$ cat config.mk
export PLATFORM = sky130hd
export DESIGN_NAME = scope_trigger_ctrl
export DESIGN_NICKNAME = d
export VERILOG_FILES = /design/src/rtl/scope_trigger_ctrl_pkg.sv /design/src/rtl/scope_trigger_ctrl_edge_detect.sv /design/src/rtl/scope_trigger_ctrl.sv
export SDC_FILE = /design/constraint.sdc
export NUM_CORES = 1
export LEC_CHECK = 0
export ABC_AREA = 1
export BUFFER_PORTS_ARGS = -buffer_cell sky130_fd_sc_hd__buf_4
export CAP_MARGIN = 20
export CORE_UTILIZATION = 60
export DETAILED_ROUTE_END_ITERATION = 8
export GPL_TIMING_DRIVEN = 0
export MAX_ROUTING_LAYER = met4
export PLACE_DENSITY_LB_ADDON = 0.3
export SKIP_LAST_GASP = 1
export SLEW_MARGIN = 20
export SYNTH_ARGS = -nofsm -noshare
export SYNTH_HDL_FRONTEND = slang
export SYNTH_SLANG_ARGS = --single-unit
$ cat constraint.sdc
create_clock -name sys_clk -period 5.19 [get_ports sys_clk]
set_clock_uncertainty 0.15 [all_clocks]
set_input_delay 1.038 -clock sys_clk [delete_from_list [all_inputs] [get_ports sys_clk]]
set_output_delay 1.038 -clock sys_clk [all_outputs]
set_load 0.05 [all_outputs]
$ cat src/rtl/scope_trigger_ctrl_pkg.sv
// Shared definitions for the scope trigger controller.
// Holds the FSM state encoding, the trig_mode codes, the default widths
// and a helper that says which states write into the sample RAM.
package scope_trigger_ctrl_pkg;

    localparam int DATA_W_DEF   = 8;
    localparam int ADDR_W_DEF   = 10;
    localparam int PRE_TRIG_DEF = 256;

    typedef enum logic [2:0] {
        S_IDLE    = 3'd0,
        S_PRETRIG = 3'd1,
        S_ARMED   = 3'd2,
        S_POST    = 3'd3,
        S_DONE    = 3'd4,
        S_HOLDOFF = 3'd5
    } state_e;

    // Code 3 is treated exactly like normal.
    typedef enum logic [1:0] {
        MODE_AUTO       = 2'd0,
        MODE_NORMAL     = 2'd1,
        MODE_SINGLE     = 2'd2,
        MODE_NORMAL_ALT = 2'd3
    } trig_mode_e;

    function automatic logic is_capture(input state_e s);
        return (s == S_PRETRIG) || (s == S_ARMED) || (s == S_POST);
    endfunction

endpackage

$ cat src/rtl/scope_trigger_ctrl_edge_detect.sv
// Trigger comparator.
// Keeps the previous sample (d1) and compares it with the current sample
// (d0) against an unsigned level, flagging a rising or falling crossing.
// Ports:
//   sys_clk_i    clock
//   rst_i        synchronous active-high reset
//   clr_i        drop the history (d1 becomes invalid)
//   sample_en_i  d0 valid this cycle
//   d0_i         current sample
//   level_i      trigger threshold
//   edge_fall_i  0 rising, 1 falling
//   trig_hit_o   crossing detected on this sample (combinational)
module scope_edge_detect
    import scope_trigger_ctrl_pkg::*;
#(
    parameter int DATA_W = DATA_W_DEF
) (
    input  logic              sys_clk_i,
    input  logic              rst_i,
    input  logic              clr_i,
    input  logic              sample_en_i,
    input  logic [DATA_W-1:0] d0_i,
    input  logic [DATA_W-1:0] level_i,
    input  logic              edge_fall_i,
    output logic              trig_hit_o
);

    logic [DATA_W-1:0] d1_q;
    logic              valid_q;
    logic              rise;
    logic              fall;

    always_ff @(posedge sys_clk_i) begin
        if (rst_i || clr_i) begin
            d1_q    <= '0;
            valid_q <= 1'b0;
        end else if (sample_en_i) begin
            d1_q    <= d0_i;
            valid_q <= 1'b1;
        end
    end

    always_comb begin
        rise       = (d1_q < level_i) && (d0_i >= level_i);
        fall       = (d1_q > level_i) && (d0_i <= level_i);
        trig_hit_o = valid_q && sample_en_i && (edge_fall_i ? fall : rise);
    end

endmodule

$ cat src/rtl/scope_trigger_ctrl.sv
// Capture sequencer for the scope sample RAM.
// Writes ADC samples into a ring buffer, keeps PRE_TRIG samples ahead of the
// trigger, fills the rest of the record after it, then freezes the buffer
// until the display reports the frame consumed.
// Ports:
//   sys_clk, rst                 clock, synchronous active-high reset
//   sample_en, ad_data           ADC sample strobe and data
//   arm                          restart capture in single mode
//   trig_mode, trig_edge,
//   trig_level                   trigger configuration (sampled live)
//   holdoff, auto_timeout        re-arm delay (cycles), auto timeout (ticks)
//   frame_done                   display finished reading the record
//   buf_wren/wraddr/wrdata       RAM write port (registered)
//   trig_addr                    oldest sample of the frozen record
//   capture_done                 record valid and stable
//   auto_trig                    last record was forced by timeout
//   busy                         capturing
//
// state     | meaning
// ----------+---------------------------------------------------------
// S_IDLE    | waiting to start (auto/normal immediately, single on arm)
// S_PRETRIG | filling the pre-trigger part of the ring
// S_ARMED   | writing samples and looking for a trigger
// S_POST    | writing the samples that follow the trigger
// S_DONE    | record frozen, waiting for frame_done
// S_HOLDOFF | record still frozen, counting down to the next capture
module scope_trigger_ctrl
    import scope_trigger_ctrl_pkg::*;
#(
    parameter int DATA_W   = DATA_W_DEF,
    parameter int ADDR_W   = ADDR_W_DEF,
    parameter int PRE_TRIG = PRE_TRIG_DEF
) (
    input  logic              sys_clk,
    input  logic              rst,
    input  logic              sample_en,
    input  logic [DATA_W-1:0] ad_data,
    input  logic              arm,
    input  logic [1:0]        trig_mode,
    input  logic              trig_edge,
    input  logic [DATA_W-1:0] trig_level,
    input  logic [31:0]       holdoff,
    input  logic [31:0]       auto_timeout,
    input  logic              frame_done,
    output logic              buf_wren,
    output logic [ADDR_W-1:0] buf_wraddr,
    output logic [DATA_W-1:0] buf_wrdata,
    output logic [ADDR_W-1:0] trig_addr,
    output logic              capture_done,
    output logic              auto_trig,
    output logic              busy
);

    localparam int DEPTH = 1 << ADDR_W;
    localparam logic [ADDR_W:0]   PRE_LEN  = (ADDR_W+1)'(PRE_TRIG);
    localparam logic [ADDR_W:0]   POST_LEN = (ADDR_W+1)'(DEPTH - PRE_TRIG - 1);
    localparam logic [ADDR_W-1:0] PRE_OFS  = ADDR_W'(PRE_TRIG);
    // With no pre-trigger samples the ring fill phase is skipped entirely.
    localparam state_e S_FILL = (PRE_TRIG == 0) ? S_ARMED : S_PRETRIG;

    state_e              state_q, state_d;
    logic [ADDR_W-1:0]   ptr_q;
    logic                wren_q;
    logic [ADDR_W-1:0]   wraddr_q;
    logic [DATA_W-1:0]   wrdata_q;
    logic [ADDR_W-1:0]   trig_addr_q, trig_addr_d;
    logic                auto_trig_q, auto_trig_d;
    logic [ADDR_W:0]     pre_cnt_q, pre_cnt_d;
    logic [ADDR_W:0]     post_cnt_q, post_cnt_d;
    logic [31:0]         hold_cnt_q, hold_cnt_d;
    logic [31:0]         tick_q, tick_d;
    logic                wr_go;
    logic                trig_hit;
    logic                forced;
    logic                hist_clr;

    assign wr_go    = sample_en && is_capture(state_q);
    assign hist_clr = !((state_q == S_PRETRIG) || (state_q == S_ARMED));

    scope_edge_detect #(
        .DATA_W (DATA_W)
    ) u_edge (
        .sys_clk_i   (sys_clk),
        .rst_i       (rst),
        .clr_i       (hist_clr),
        .sample_en_i (sample_en),
        .d0_i        (ad_data),
        .level_i     (trig_level),
        .edge_fall_i (trig_edge),
        .trig_hit_o  (trig_hit)
    );

    always_ff @(posedge sys_clk) begin
        if (rst) begin
            state_q     <= S_IDLE;
            ptr_q       <= '0;
            wren_q      <= 1'b0;
            wraddr_q    <= '0;
            wrdata_q    <= '0;
            trig_addr_q <= '0;
            auto_trig_q <= 1'b0;
            pre_cnt_q   <= '0;
            post_cnt_q  <= '0;
            hold_cnt_q  <= '0;
            tick_q      <= '0;
        end else begin
            state_q     <= state_d;
            wren_q      <= wr_go;
            if (wr_go) begin
                wraddr_q <= ptr_q;
                wrdata_q <= ad_data;
                ptr_q    <= ptr_q + 1'b1;
            end
            trig_addr_q <= trig_addr_d;
            auto_trig_q <= auto_trig_d;
            pre_cnt_q   <= pre_cnt_d;
            post_cnt_q  <= post_cnt_d;
            hold_cnt_q  <= hold_cnt_d;
            tick_q      <= tick_d;
        end
    end

    always_comb begin
        state_d     = state_q;
        trig_addr_d = trig_addr_q;
        auto_trig_d = auto_trig_q;
        pre_cnt_d   = pre_cnt_q;
        post_cnt_d  = post_cnt_q;
        hold_cnt_d  = hold_cnt_q;
        tick_d      = tick_q;
        // 33-bit compare so auto_timeout = 2^32-1 cannot wrap the tick count.
        forced      = (trig_mode == MODE_AUTO) &&
                      (({1'b0, tick_q} + 33'd1) >= {1'b0, auto_timeout});

        case (state_q)
            S_IDLE: begin
                if (trig_mode != MODE_SINGLE || arm) begin
                    state_d = S_FILL;
                end
            end
            S_PRETRIG: begin
                if (sample_en) begin
                    pre_cnt_d = pre_cnt_q + 1'b1;
                    if (pre_cnt_d == PRE_LEN) begin
                        state_d = S_ARMED;
                    end
                end
            end
            S_ARMED: begin
                if (sample_en) begin
                    tick_d = tick_q + 32'd1;
                    if (trig_hit || forced) begin
                        // The trigger sample itself goes to ptr_q this cycle.
                        trig_addr_d = ptr_q - PRE_OFS;
                        auto_trig_d = !trig_hit;
                        state_d     = (POST_LEN == '0) ? S_DONE : S_POST;
                    end
                end
            end
            S_POST: begin
                if (sample_en) begin
                    post_cnt_d = post_cnt_q + 1'b1;
                    if (post_cnt_d == POST_LEN) begin
                        state_d = S_DONE;
                    end
                end
            end
            S_DONE: begin
                if (frame_done) begin
                    if (trig_mode == MODE_SINGLE) begin
                        state_d = S_IDLE;
                    end else if (holdoff == 32'd0) begin
                        state_d = S_FILL;
                    end else begin
                        state_d = S_HOLDOFF;
                    end
                end
            end
            S_HOLDOFF: begin
                hold_cnt_d = hold_cnt_q + 32'd1;
                if (hold_cnt_d >= holdoff) begin
                    state_d = S_FILL;
                end
            end
            default: begin
                state_d = S_IDLE;
            end
        endcase

        // Every counter starts from zero in the state it is used in.
        if (state_d != state_q) begin
            pre_cnt_d  = '0;
            post_cnt_d = '0;
            hold_cnt_d = '0;
            tick_d     = '0;
        end
    end

    assign buf_wren     = wren_q;
    assign buf_wraddr   = wraddr_q;
    assign buf_wrdata   = wrdata_q;
    assign trig_addr    = trig_addr_q;
    assign auto_trig    = auto_trig_q;
    assign capture_done = (state_q == S_DONE) || (state_q == S_HOLDOFF);
    assign busy         = is_capture(state_q);

endmodule

== Word level (Yosys, flattened, before mapping) ==
Index checks and enable logic that the tools add are counted.

* Add/subtract/negate cells: 7
* $lt $le $gt $ge: 6
* Equality and inequality tests: 10
* Muxes and demuxes: 13
* Reductions and logical operators: 22

{| class="wikitable"
|+ Operator list
! kind !! count
|-
| $add A32 B1 Y32 const B || 2
|-
| $add A32 B1 Y33 const B || 1
|-
| $ge A33 B32 Y1 || 1
|-
| $mux W3 || 11
|-
| $ge A32 B32 Y1 || 1
|-
| $logic_not A32 Y1 || 1
|-
| $add A11 B1 Y11 const B || 2
|-
| $pmux W3 S6 || 1
|-
| $eq A11 B10 Y1 const B || 1
|-
| $eq A11 B9 Y1 const B || 1
|-
| $add A10 B1 Y10 const B || 1
|-
| $sub A10 B9 Y10 const B || 1
|-
| $ge A8 B8 Y1 || 1
|-
| $gt A8 B8 Y1 || 1
|-
| $le A8 B8 Y1 || 1
|-
| $lt A8 B8 Y1 || 1
|-
| $eq A3 B2 Y1 const B || 2
|-
| $eq A3 B3 Y1 const B || 2
|-
| $logic_and A1 B1 Y1 || 6
|-
| $logic_or A1 B1 Y1 || 6
|-
| $reduce_and A2 Y1 || 3
|-
| $eq A3 B1 Y1 const B || 1
|-
| $logic_not A3 Y1 || 1
|-
| $ne A3 B3 Y1 || 1
|-
| other kinds (7) || 8
|}

* Register bits after elaboration: 138
* Input bits: 88
* Output and inout port bits: 32
* Word-level logic and storage cells: 71

== Logic depth before layout (Yosys ltp) ==
Gate-level depths: netlist (run 1).

* Word-level depth: 10
* Depth in mapped cells: 28
* Depth with buffers taken out: 26

== Cells and area by module ==
A second synthesis (run 1) with hierarchy kept.

* Cell total of the unflattened synthesis: 1,556
* Area total of the unflattened synthesis: 10,171.0 µm²

{| class="wikitable"
|+ By module, submodules not included
! module !! instances !! cells an instance !! area each (µm²) !! sequential area each (µm²)
|-
| scope_trigger_ctrl || 1 || 1,437 || 9,374.0 || 2,582.5
|-
| scope_edge_detect || 1 || 119 || 797.0 || 180.2
|}

== Least setup slack after synthesis (run 1) ==
OpenSTA, ideal clock, no wires.

* Kind: reg2reg
* Start point: reg hold_cnt_q[0]
* End point: reg hold_cnt_q[3]
* Setup time: 0.122 ns
* Data arrival time: 3.326 ns
* Required time: 4.918 ns
* Slack: 1.592 ns
* Stages on the path, launching flop included: 22
* Buffers on the path: 2
* Period minus slack after synthesis: 3.598 ns
* Cell sequence: dfxtp_1 > ha_1 > nand3_1 > nor2_1 > nand4_1 > nor3_1 > nand2_1 > nor2_1 > nand4_1 > and2_1 > ha_1 > nand2_1 > nor3_1 > nand3_1 > nor2_1 > nand4_1 > nand3_1 > o211ai_1 > nand2_2 > buf_4 > buf_4 > nor3_2

* Word-level cells in the longest chain between the ends: 6

{| class="wikitable"
|+ RTL lines
! what !! line !! source
|-
| start: declaration || scope_trigger_ctrl.sv:70 || <nowiki>logic [31:0] hold_cnt_q, hold_cnt_d;</nowiki>
|-
| start signal: assignment || scope_trigger_ctrl.sv:118 || <nowiki>hold_cnt_q <= hold_cnt_d;</nowiki>
|-
| $add A32 B1 Y32 * || scope_trigger_ctrl.sv:180 || <nowiki>hold_cnt_d = hold_cnt_q + 32'd1;</nowiki>
|-
| $ge A32 B32 Y1 || scope_trigger_ctrl.sv:181 || <nowiki>if (hold_cnt_d >= holdoff) begin</nowiki>
|-
| $mux W3 || scope_trigger_ctrl.sv:181 ||
|-
| $pmux W3 S6 || scope_trigger_ctrl.sv:135 || <nowiki>case (state_q)</nowiki>
|-
| $ne A3 B3 Y1 || scope_trigger_ctrl.sv:191 || <nowiki>if (state_d != state_q) begin</nowiki>
|-
| $reduce_or A2 Y1 (no line) || -- ||
|}

Every way passes the cells marked *; elsewhere a longest branch is shown, timed or not.
A chain may end at the register's enable or synchronous reset.

== Worst setup path in the final report (run 1) ==
* Start point: reg hold_cnt_q[0]
* End point: reg post_cnt_q[3]

* Word-level cells in the longest chain between the ends: 6

{| class="wikitable"
|+ RTL lines
! what !! line !! source
|-
| $add A32 B1 Y32 || scope_trigger_ctrl.sv:180 ||
|-
| $ge A32 B32 Y1 || scope_trigger_ctrl.sv:181 ||
|-
| $mux W3 || scope_trigger_ctrl.sv:181 ||
|-
| $pmux W3 S6 || scope_trigger_ctrl.sv:135 ||
|-
| $ne A3 B3 Y1 || scope_trigger_ctrl.sv:191 ||
|-
| $reduce_or A2 Y1 (no line) || -- ||
|-
| end signal: assignment || scope_trigger_ctrl.sv:117 || <nowiki>post_cnt_q <= post_cnt_d;</nowiki>
|-
| end: declaration || scope_trigger_ctrl.sv:69 || <nowiki>logic [ADDR_W:0] post_cnt_q, post_cnt_d;</nowiki>
|}

Every way passes these cells.

==> results of run 1 <==
[logic make-up after synthesis]
group / Yosys count / share of synthesized area, %
AO/OA/AOI/OAI: 192 / 10.2
XOR/XNOR: 42 / 3.63
adder cells (fa/ha/maj): 86 / 10.6
buffers and inverters: 313 / 12.3
flip-flops: 138 / 27.3
multiplexers: 6 / 0.593
AND/OR/NAND/NOR: 777 / 35.3
[worst min-delay path, stage by stage, from the launching register on]
cell and delay (ns):
sky130_fd_sc_hd__dfxtp_1 0.31, sky130_fd_sc_hd__nand2_1 0.06, sky130_fd_sc_hd__a21oi_1 0.05
[sequential cells by signal (all words and copies together) (netlist names)]
name and flops:
pre_cnt_q 11, trig_addr 10, u_edge.d1_q 8, hold_cnt_q 32
buf_wrdata 8, u_edge.valid_q 1, buf_wraddr 10, ptr_q 10
state_q 3, auto_trig 1, tick_q 32, buf_wren 1
post_cnt_q 11
[cell usage in the layout, fill, tap and decap left out, types with 29 or more instances in the layout]
cell type / n
sky130_fd_sc_hd__nand4_1: 29
sky130_fd_sc_hd__buf_4: 124
sky130_fd_sc_hd__nand3_1: 78
sky130_fd_sc_hd__dfxtp_1: 138
sky130_fd_sc_hd__a21oi_1: 73
sky130_fd_sc_hd__nor3_2: 42
sky130_fd_sc_hd__nor3_1: 89
sky130_fd_sc_hd__nor2_1: 126
sky130_fd_sc_hd__inv_1: 258
sky130_fd_sc_hd__o21ai_0: 87
sky130_fd_sc_hd__xor2_1: 38
sky130_fd_sc_hd__nand2_1: 373
sky130_fd_sc_hd__ha_1: 86
[metal layers]
| layer | vias to the layer above | global-route usage (%) | wire, um |
|---|---|---|---|
| met3 | 55 | 6.50 | 1900 |
| met4 | 0 | 9.82 | 594 |
| met1 | 4587 | 38.1 | 11300 |
| met5 | - | - | 0 |
| met2 | 400 | 49.9 | 11800 |
| li1 | 5272 | - | - |
[synthesized netlist by cell type, drive strengths merged]
| cell type | count | area (um^2) |
|---|---|---|
| nand2 | 377 | 1430 |
| inv | 265 | 995 |
| dfxtp | 138 | 2760 |
| nor2 | 134 | 533 |
| nor3 | 131 | 866 |
| o21ai | 90 | 450 |
| ha | 86 | 1080 |
| nand3 | 78 | 390 |
| a21oi | 73 | 365 |
| xor2 | 38 | 333 |
| nand4 | 29 | 181 |
| clkbuf | 27 | 101 |
| buf | 20 | 143 |
| a211oi | 8 | 60.1 |
| nor4 | 8 | 50.1 |
| or2 | 8 | 50.1 |
| and2 | 7 | 43.8 |
| a21o | 6 | 45.0 |
| mux2i | 6 | 60.1 |
| o21bai | 6 | 48.8 |
| o21a | 5 | 37.5 |
| o211ai | 4 | 30.0 |
| xnor2 | 4 | 35.0 |
| and3 | 2 | 12.5 |
| nand3b | 2 | 15.0 |
| clkinv | 1 | 3.75 |
| nor3b | 1 | 7.51 |
[power by group]
| group | switching (uW) | leakage (uW) | internal [uW] |
|---|---|---|---|
| Combinational | 187 | 0.00414 | 113 |
| Clock | 528 | 0.000285 | 678 |
| Sequential | 8.37 | 0.00111 | 1070 |
[area by class of cell]
class	count	share of cell area (%)
multi-input combinational	1103	51.6
sequential	138	23.3
inverter	266	8.42
timing repair buffer	118	7.47
clock buffer	17	3.59
tap	220	2.32
buffer	47	2.06
clock inverter	15	1.31
[stage by stage]
stage          cell area, um^2  utilization [%]  power [uW]  hold slack [ns]  worst slack, ns
2_1_floorplan            10100                -        1290            0.286             1.59
3_3_place_gp             11300             68.3        1390            0.297            0.717
3_5_place_dp             11300             68.3        1400            0.313            0.703
4_1_cts                  11900             71.8        2590            0.325            0.674
5_1_grt                  11900             71.8        2670            0.343           0.0506
6_report                 11900             71.8        2590            0.322            0.624
[final timing paths]
check	slack, ns	start	cells after the start	endpoint
setup / recovery	0.62	hold_cnt_q[0]$_SDFFE_PP0N_	20	post_cnt_q[3]$_SDFFE_PP0P_
hold / removal	0.32	u_edge.d1_q[1]$_SDFFE_PP0P_	2	u_edge.d1_q[1]$_SDFFE_PP0P_
setup reg to reg	0.62	hold_cnt_q[0]$_SDFFE_PP0N_	20	post_cnt_q[3]$_SDFFE_PP0P_
hold reg to reg	0.32	u_edge.d1_q[1]$_SDFFE_PP0P_	2	u_edge.d1_q[1]$_SDFFE_PP0P_
==> run_results.csv, run 1 <==
group,metric,value,unit
sta,layout_worst_path_cycle_share,88.0,%
sta,grt_setup_unrepaired,"false",
worst_setup_path,startpoint_type,"flop",
final_layout,area_growth,17.2,%
clock_tree,cts.repair.resized,0,
place,io_buffers,118,
clock_tree,tritoncts,"yes",
final_layout,antennaDiodeCount,0,
floorplanning,die_height,132,um
drt,vias,10300,
global_route,maximum_number_of_pins_on_one_net_before_global_route_repair,17,
worst_setup_path,critPathArrivalTime,4.71,ns
clock_tree,ctsHtreeMaxLevel,4,
clock_tree,clk-insertion-delay-late,0.43,ns
min_path,min_delay_path_class,"flop to flop",
clock_tree,clk_pin_slew,0.07,ns
sta,max_slew_margin,44.8,%
worst_setup_path,path_class,"flop to flop",
floorplanning,start_util,61.2,%
place,dpl.cell_count,1892,
floorplanning,die_width,132,um
yosys,synth.net_count,1728,
drt,drt_iter0_drc,870,
power,power_density,218,mW/mm^2
drt,routed_wire_length_per_instance,13.3,um
sta,timing_worst_slew_pin_value,0.823,ns
global_route,antenna_found_initial,0,
worst_setup_path,critical_path_required,5.34,ns
floorplanning,rows,47,
clock_tree,root_buffer,"sky130_fd_sc_hd__clkbuf_16",
yosys,synth.lib_cells_used.distinct,37,
power,p_leak,0.00554,uW
power,vdd_ir_drop_max,0.000246,V
place,hpwl_after_detailed_placement,19.5,mm
final_layout,multi_input_area,0.00612,mm^2
worst_setup_path,max_stage_delay,0.46,ns
yosys,postSynthAreaPerCell,6.51,um^2
floorplanning,ioPinCount,120,
sta,finalSetupViolCount,0,
worst_setup_path,cp_num_buf_inv,1,
yosys,yosys_warnings,0,
worst_setup_path,end_kind,"flop",
sta,fmaxAchievable,0.219,GHz
clock_tree,postCtsSetupBuffers,0,
drt,via_per_inst,5.36,
worst_setup_path,crit_path_top_delay_cell,"sky130_fd_sc_hd__clkbuf_1",
final_layout,regArea,0.00276,mm^2
global_route,grt_first_pass_wirelength,42.8,mm
status,run_status,"complete, no violations",
drt,dr.pass1.iters,7,
worst_setup_path,worst-path-max-fanout,10,
worst_setup_path,cell_by_cell_trace_of_the_critical_path,"ha_1 > nand3_1 > nor2_1 > nand4_1 > nor3_1 > nand2_1 > nor2_1 > nand4_1 > and2_1 > ha_1 > nand2_1 > nor3_1 > nand3_1 > nor2_1 > nand4_1 > nand3_1 > o211ai_1 > nand2_2 > clkbuf_1 > nor3_1",
clock_tree,cts_hold_repair.buffers,0,
sta,setup_tns,0,ns
sta,finalMaxSlewViolations,0,
yosys,netlist_instances,1554,
flow_run,max_cap_viol_count,0,
drt,wl,25.6,mm
yosys,ys_seq_elements,138,
yosys,synth_sequential_area_ratio,27.3,%
final_layout,fill_cells,1403,
floorplanning,design.die.area,0.0174,mm^2
global_route,grt_pass1_vias,9639,
global_route,globalRouteTotalUtil,30.8,%
drt,drc_errors,0,
clock_tree,tritoncts_num_sinks,138,
global_route,gr-total-overflow,0,
worst_setup_path,worst_path_dominant_cell_family,"simple AND/OR/NAND/NOR gates",
clock_tree,tritoncts.num_buffers,17,
clock_tree,cts.path.max_buffers,2,
final_layout,drive_gt1_share,13.9,%
final_layout,finish.net_count,1865,
place,routability_congestion_estimate,0.949,
yosys,synth_area,0.0101,mm^2
drt,postRouteAntennaNets,0,
final_layout,finalNonFillerCells,1924,
sta,final_hold_violating_endpoints,0,
floorplanning,core_area,0.0165,mm^2
sta,finalWorstPathRequiredPeriod,4.57,ns
No activity file was read; power rests on OpenSTA's default activity.
==> inputs of run 2 (changes only) <==
--- a/config.mk
+++ b/config.mk
@@ -8,6 +8,7 @@
 export ABC_AREA = 1
 export BUFFER_PORTS_ARGS = -buffer_cell sky130_fd_sc_hd__buf_4
 export CAP_MARGIN = 20
+export CORE_MARGIN = 3
 export CORE_UTILIZATION = 60
 export DETAILED_ROUTE_END_ITERATION = 8
 export GPL_TIMING_DRIVEN = 0
==> run_results.csv, run 2 (synthesis gave the netlist of run 1 again) <==
group,metric,value,unit
worst_setup_path,critPathArrivalTime,4.76,ns
final_layout,final_cell_mix,"sky130_fd_sc_hd__nand2_1 (373), sky130_fd_sc_hd__inv_1 (258), sky130_fd_sc_hd__dfxtp_1 (138)",
place,io_buffers,118,
sta,finalSetupViolCount,0,
sta,finalMaxSlewViolations,0,
sta,setup_tns,0,ns
floorplanning,rows,46,
clock_tree,clk_pin_slew,0.06,ns
sta,layout_worst_path_cycle_share,89.0,%
drt,vias,10400,
clock_tree,tritoncts_num_sinks,138,
flow_run,max_cap_viol_count,0,
floorplanning,die_width,136,um
sta,final_hold_violating_endpoints,0,
drt,postRouteAntennaNets,0,
power,power_density,225,mW/mm^2
final_layout,finish.net_count,1865,
final_layout,antennaDiodeCount,0,
clock_tree,root_buffer,"sky130_fd_sc_hd__clkbuf_16",
worst_setup_path,worst-path-max-fanout,10,
floorplanning,core_area,0.0162,mm^2
power,vdd_ir_drop_max,0.000245,V
worst_setup_path,end_kind,"flop",
final_layout,top_flop_regs,"hold_cnt_q (32), tick_q (32)",
drt,via_per_inst,5.43,
floorplanning,die_height,136,um
clock_tree,cts_hold_repair.buffers,0,
global_route,globalRouteTotalUtil,30.0,%
floorplanning,ioPinCount,120,
clock_tree,postCtsSetupBuffers,0,
global_route,antenna_found_initial,0,
drt,drt_iter0_drc,792,
sta,timing_worst_slew_pin_value,0.781,ns
final_layout,commonest_non_fill_non_tap_cell_in_the_layout,"sky130_fd_sc_hd__nand2_1",
global_route,grt_first_pass_wirelength,44.1,mm
clock_tree,cts.path.max_buffers,2,
floorplanning,design.die.area,0.0185,mm^2
drt,drc_errors,0,
clock_tree,tritoncts,"yes",
final_layout,drive_gt1_share,13.8,%
status,run_status,"complete, no violations",
clock_tree,cts.repair.resized,0,
drt,dr.pass1.iters,7,
clock_tree,clk-insertion-delay-late,0.43,ns
worst_setup_path,startpoint_type,"flop",
global_route,maximum_number_of_pins_on_one_net_before_global_route_repair,17,
worst_setup_path,crit_path_top_delay_cell,"sky130_fd_sc_hd__clkbuf_1",
power,post-layout-total-power,2680,uW
power,p_leak,0.00555,uW
worst_setup_path,max_stage_delay,0.44,ns
worst_setup_path,path_class,"flop to flop",
final_layout,area_growth,17.6,%
worst_setup_path,critical_path_required,5.33,ns
place,hpwl_after_detailed_placement,19.9,mm
floorplanning,start_util,62.6,%
sta,fmaxAchievable,0.216,GHz
clock_tree,ctsHtreeMaxLevel,4,
global_route,gr-total-overflow,0,
clock_tree,tritoncts.num_buffers,17,
global_route,grt_pass1_vias,9830,
min_path,min_delay_path_class,"flop to flop",
worst_setup_path,cell_by_cell_trace_of_the_critical_path,"ha_1 > nand3_1 > nor2_1 > nand4_1 > nor3_1 > nand2_1 > nor2_1 > nand4_1 > and2_1 > ha_1 > nand2_1 > nor3_1 > nand3_1 > nor2_1 > nand4_1 > nand3_1 > o211ai_1 > nand2_2 > clkbuf_1 > nor3_1",
place,routability_congestion_estimate,0.955,
sta,finalWorstPathRequiredPeriod,4.62,ns
sta,grt_setup_unrepaired,"false",
drt,wl,26.5,mm
drt,routed_wire_length_per_instance,13.8,um
sta,max_slew_margin,47.6,%
run 2: changes by cell type in the layout (fill, tap and decap cells not counted), sizes merged:
cell / before / now
inv: 274 / 269
bufinv: 1 / 4
clkinv: 5 / 3
clkinvlp: 1 / 3
clkbuf: 44 / 45
run 2: cell type report:
class,count,area [um^2]
plain buffers,47,244
flip-flops and latches,138,2760
well taps,216,270
clock buffers,18,429
inverters,266,998
clock inverters,13,191
multi-input cells,1103,6120
fillers,1342,4280
repair buffers,118,886
run 2: per-layer routing:
| metal | vias up | global-route usage [%] | wire [um] |
|---|---|---|---|
| li1 | 5266 | - | - |
| met1 | 4694 | 37.3 | 11400 |
| met2 | 392 | 48.6 | 12300 |
| met3 | 60 | 6.48 | 2120 |
| met4 | 0 | 10.1 | 621 |
| met5 | - | - | 0 |
run 2: power by group:
part | leakage [uW] | internal (uW) | total, uW | switching [uW]
logic | 0.00414 | 114 | 302 | 189
clock network | 0.000294 | 807 | 1300 | 489
registers | 0.00111 | 1070 | 1080 | 8.54
run 2: path summary, 6_finish.rpt:
kind	endpoint	cells past startpoint	slack [ns]	start
worst max-delay path	post_cnt_q[10]$_SDFFE_PP0P_	20	0.57	hold_cnt_q[0]$_SDFFE_PP0N_
worst min register to register	u_edge.d1_q[4]$_SDFFE_PP0P_	2	0.32	u_edge.d1_q[4]$_SDFFE_PP0P_
worst max register to register	post_cnt_q[10]$_SDFFE_PP0P_	20	0.57	hold_cnt_q[0]$_SDFFE_PP0N_
worst min-delay path	u_edge.d1_q[4]$_SDFFE_PP0P_	2	0.32	u_edge.d1_q[4]$_SDFFE_PP0P_
run 2: critical path, delay by kind of cell, from the launching register on:
kind                     cells  cell delay [ns]
AND/OR/NAND/NOR             16             2.81
adder cells (fa/ha/maj)      2             0.55
buffers and inverters        1             0.44
flip-flops                   1             0.40
AO/OA/AOI/OAI                1             0.12
run 2: through the flow:
step	setup slack [ns]	instance area, um^2	hold slack [ns]	util [%]	instances
5_1_grt	0.242	11900	0.338	73.6	1919
3_3_place_gp	0.741	11300	0.294	69.7	1888
6_report	0.569	11900	0.321	73.6	1919
3_5_place_dp	0.692	11300	0.309	69.7	1888
2_1_floorplan	1.59	10100	0.286	-	1554
4_1_cts	0.651	11900	0.321	73.6	1919
==> inputs of run 3 (changes only) <==
--- a/config.mk
+++ b/config.mk
@@ -13,7 +13,8 @@
 export DETAILED_ROUTE_END_ITERATION = 8
 export GPL_TIMING_DRIVEN = 0
 export MAX_ROUTING_LAYER = met4
-export PLACE_DENSITY_LB_ADDON = 0.3
+export PLACE_DENSITY = 0.82
+export REMOVE_ABC_BUFFERS = 1
 export SKIP_LAST_GASP = 1
 export SLEW_MARGIN = 20
 export SYNTH_ARGS = -nofsm -noshare
==> run_results.csv, run 3 (synthesis gave the netlist of run 1 again) <==
group,metric,value,unit
clock_tree,cts.path.max_buffers,2,
floorplanning,die_height,136,um
worst_setup_path,startpoint_type,"flop",
floorplanning,start_util,62.6,%
sta,hold-worst-slack,0.316,ns
clock_tree,tritoncts_num_sinks,138,
global_route,grt_pass1_vias,9014,
drt,drt_iter0_drc,697,
place,io_buffers,119,
sta,setup_tns,0,ns
final_layout,finalNonFillerCells,1880,
power,power_density,221,mW/mm^2
sta,finalSetupViolCount,0,
worst_setup_path,end_kind,"flop",
final_layout,top_flop_regs,"hold_cnt_q (32), tick_q (32)",
status,run_status,"complete, no violations",
sta,max_slew_margin,48.7,%
drt,via_per_inst,5.31,
min_path,min_delay_path_class,"flop to flop",
clock_tree,ctsHtreeMaxLevel,4,
power,p_leak,0.00546,uW
drt,vias,9977,
worst_setup_path,cell_by_cell_trace_of_the_critical_path,"ha_1 > nand3_1 > nor2_1 > nand4_1 > nor3_1 > nand2_1 > nor2_1 > nand4_1 > and2_1 > ha_1 > nand2_1 > o21a_1 > nand2_1 > a21oi_1 > nand3_1 > o211ai_1 > buf_4 > nand2_8 > nor3_1",
final_layout,regArea,0.00276,mm^2
sta,timing_worst_slew_pin_value,0.764,ns
drt,routed_wire_length_per_instance,13.2,um
worst_setup_path,cp_num_buf_inv,1,
worst_setup_path,max_stage_delay,0.47,ns
final_layout,commonest_non_fill_non_tap_cell_in_the_layout,"sky130_fd_sc_hd__nand2_1",
global_route,antenna_found_initial,0,
sta,grt_setup_unrepaired,"false",
clock_tree,tritoncts.num_buffers,17,
global_route,maximum_number_of_pins_on_one_net_before_global_route_repair,87,
sta,worst_slack,0.367,ns
final_layout,finish.net_count,1825,
drt,wl,24.8,mm
worst_setup_path,worst-path-max-fanout,43,
clock_tree,tritoncts,"yes",
sta,finalWorstPathRequiredPeriod,4.82,ns
worst_setup_path,critical_path_required,5.39,ns
global_route,globalRouteTotalUtil,27.1,%
place,detailed_place.area,0.0111,mm^2
flow_run,max_cap_viol_count,0,
power,vdd_ir_drop_max,0.000229,V
sta,finalMaxSlewViolations,0,
clock_tree,clk-insertion-delay-late,0.43,ns
final_layout,area_growth,16.2,%
final_layout,fin_area,0.0118,mm^2
floorplanning,ioPinCount,120,
floorplanning,core_area,0.0162,mm^2
worst_setup_path,path_class,"flop to flop",
global_route,grt_first_pass_wirelength,40.3,mm
final_layout,multi_input_area,0.00620,mm^2
final_layout,drive_gt1_share,13.9,%
worst_setup_path,crit_path_top_delay_cell,"sky130_fd_sc_hd__o211ai_1",
worst_setup_path,critical-path-top-cell-by-count,"sky130_fd_sc_hd__nand2_1",
clock_tree,root_buffer,"sky130_fd_sc_hd__clkbuf_16",
sta,final_hold_violating_endpoints,0,
final_layout,final_cell_mix,"sky130_fd_sc_hd__nand2_1 (372), sky130_fd_sc_hd__inv_1 (258), sky130_fd_sc_hd__dfxtp_1 (138)",
floorplanning,rows,46,
place,routability_congestion_estimate,0.931,
clock_tree,clk_pin_slew,0.07,ns
global_route,gr-total-overflow,0,
place,dpl.cell_count,1845,
floorplanning,design.die.area,0.0185,mm^2
place,hpwl_after_detailed_placement,18.0,mm
drt,dr.pass1.iters,5,
worst_setup_path,critPathArrivalTime,5.02,ns
sta,fmaxAchievable,0.207,GHz
drt,postRouteAntennaNets,0,
drt,drc_errors,0,
place,dp_worst_setup_slack,0.175,ns
final_layout,fill_cells,1341,
worst_setup_path,worst_path_dominant_cell_family,"simple AND/OR/NAND/NOR gates",
sta,layout_worst_path_cycle_share,92.9,%
final_layout,antennaDiodeCount,0,
floorplanning,die_width,136,um
## run 3: repair_timing
| item | 4_1_cts | 5_1_grt |
|---|---|---|
| buffers inserted | 0 | 1 |
| hold buffers | 0 | 0 |
| setup endpoints to repair | 0 | 86 |
| gates resized for setup | 0 | 4 |
## run 3: path summary, 6_finish.rpt
kind,from,to,slack (ns),cells past startpoint
max,hold_cnt_q[0]$_SDFFE_PP0N_,pre_cnt_q[10]$_SDFFE_PP0P_,0.37,19
min,u_edge.valid_q$_SDFFE_PP0P_,u_edge.valid_q$_SDFFE_PP0P_,0.32,2
max reg2reg,hold_cnt_q[0]$_SDFFE_PP0N_,pre_cnt_q[10]$_SDFFE_PP0P_,0.37,19
min reg2reg,u_edge.valid_q$_SDFFE_PP0P_,u_edge.valid_q$_SDFFE_PP0P_,0.32,2
## run 3: final cells by class
type	instances	area share, %
Multi-Input combinational cell	1105	52.7
Sequential cell	138	23.5
Inverter	266	8.49
Timing Repair Buffer	123	7.91
Clock buffer	17	3.62
Tap cell	216	2.30
Clock inverter	15	1.47
## run 3: through the flow
step | util [%] | power, uW
finish | 72.7 | 2600
global route | 72.7 | 2680
CTS | 72.4 | 2590
detailed placement | 68.7 | 1380
global placement | 68.3 | 1370
floorplan | - | 1260
## run 3: per-layer routing
metal | track usage, % | share of wire, % | vias up
met5 | - | 0 | -
met4 | 9.41 | 2.9 | 0
met3 | 4.26 | 5.0 | 59
met2 | 45.2 | 48 | 247
met1 | 33.4 | 44 | 4471
li1 | - | - | 5200
## run 3: where the power goes
group | switching [uW] | internal, uW
combinational | 188 | 101
sequential | 8.47 | 1070
clock | 542 | 686
## run 3: worst reg2reg max path: cells and delay by family, from the launching register on
kind	cells	cell delay [ns]
AOI/OAI and AO/OA	3	0.81
adders and majority gates	2	0.57
buffers and inverters	1	0.25
DFF	1	0.40
and+or+nand+nor	13	2.56
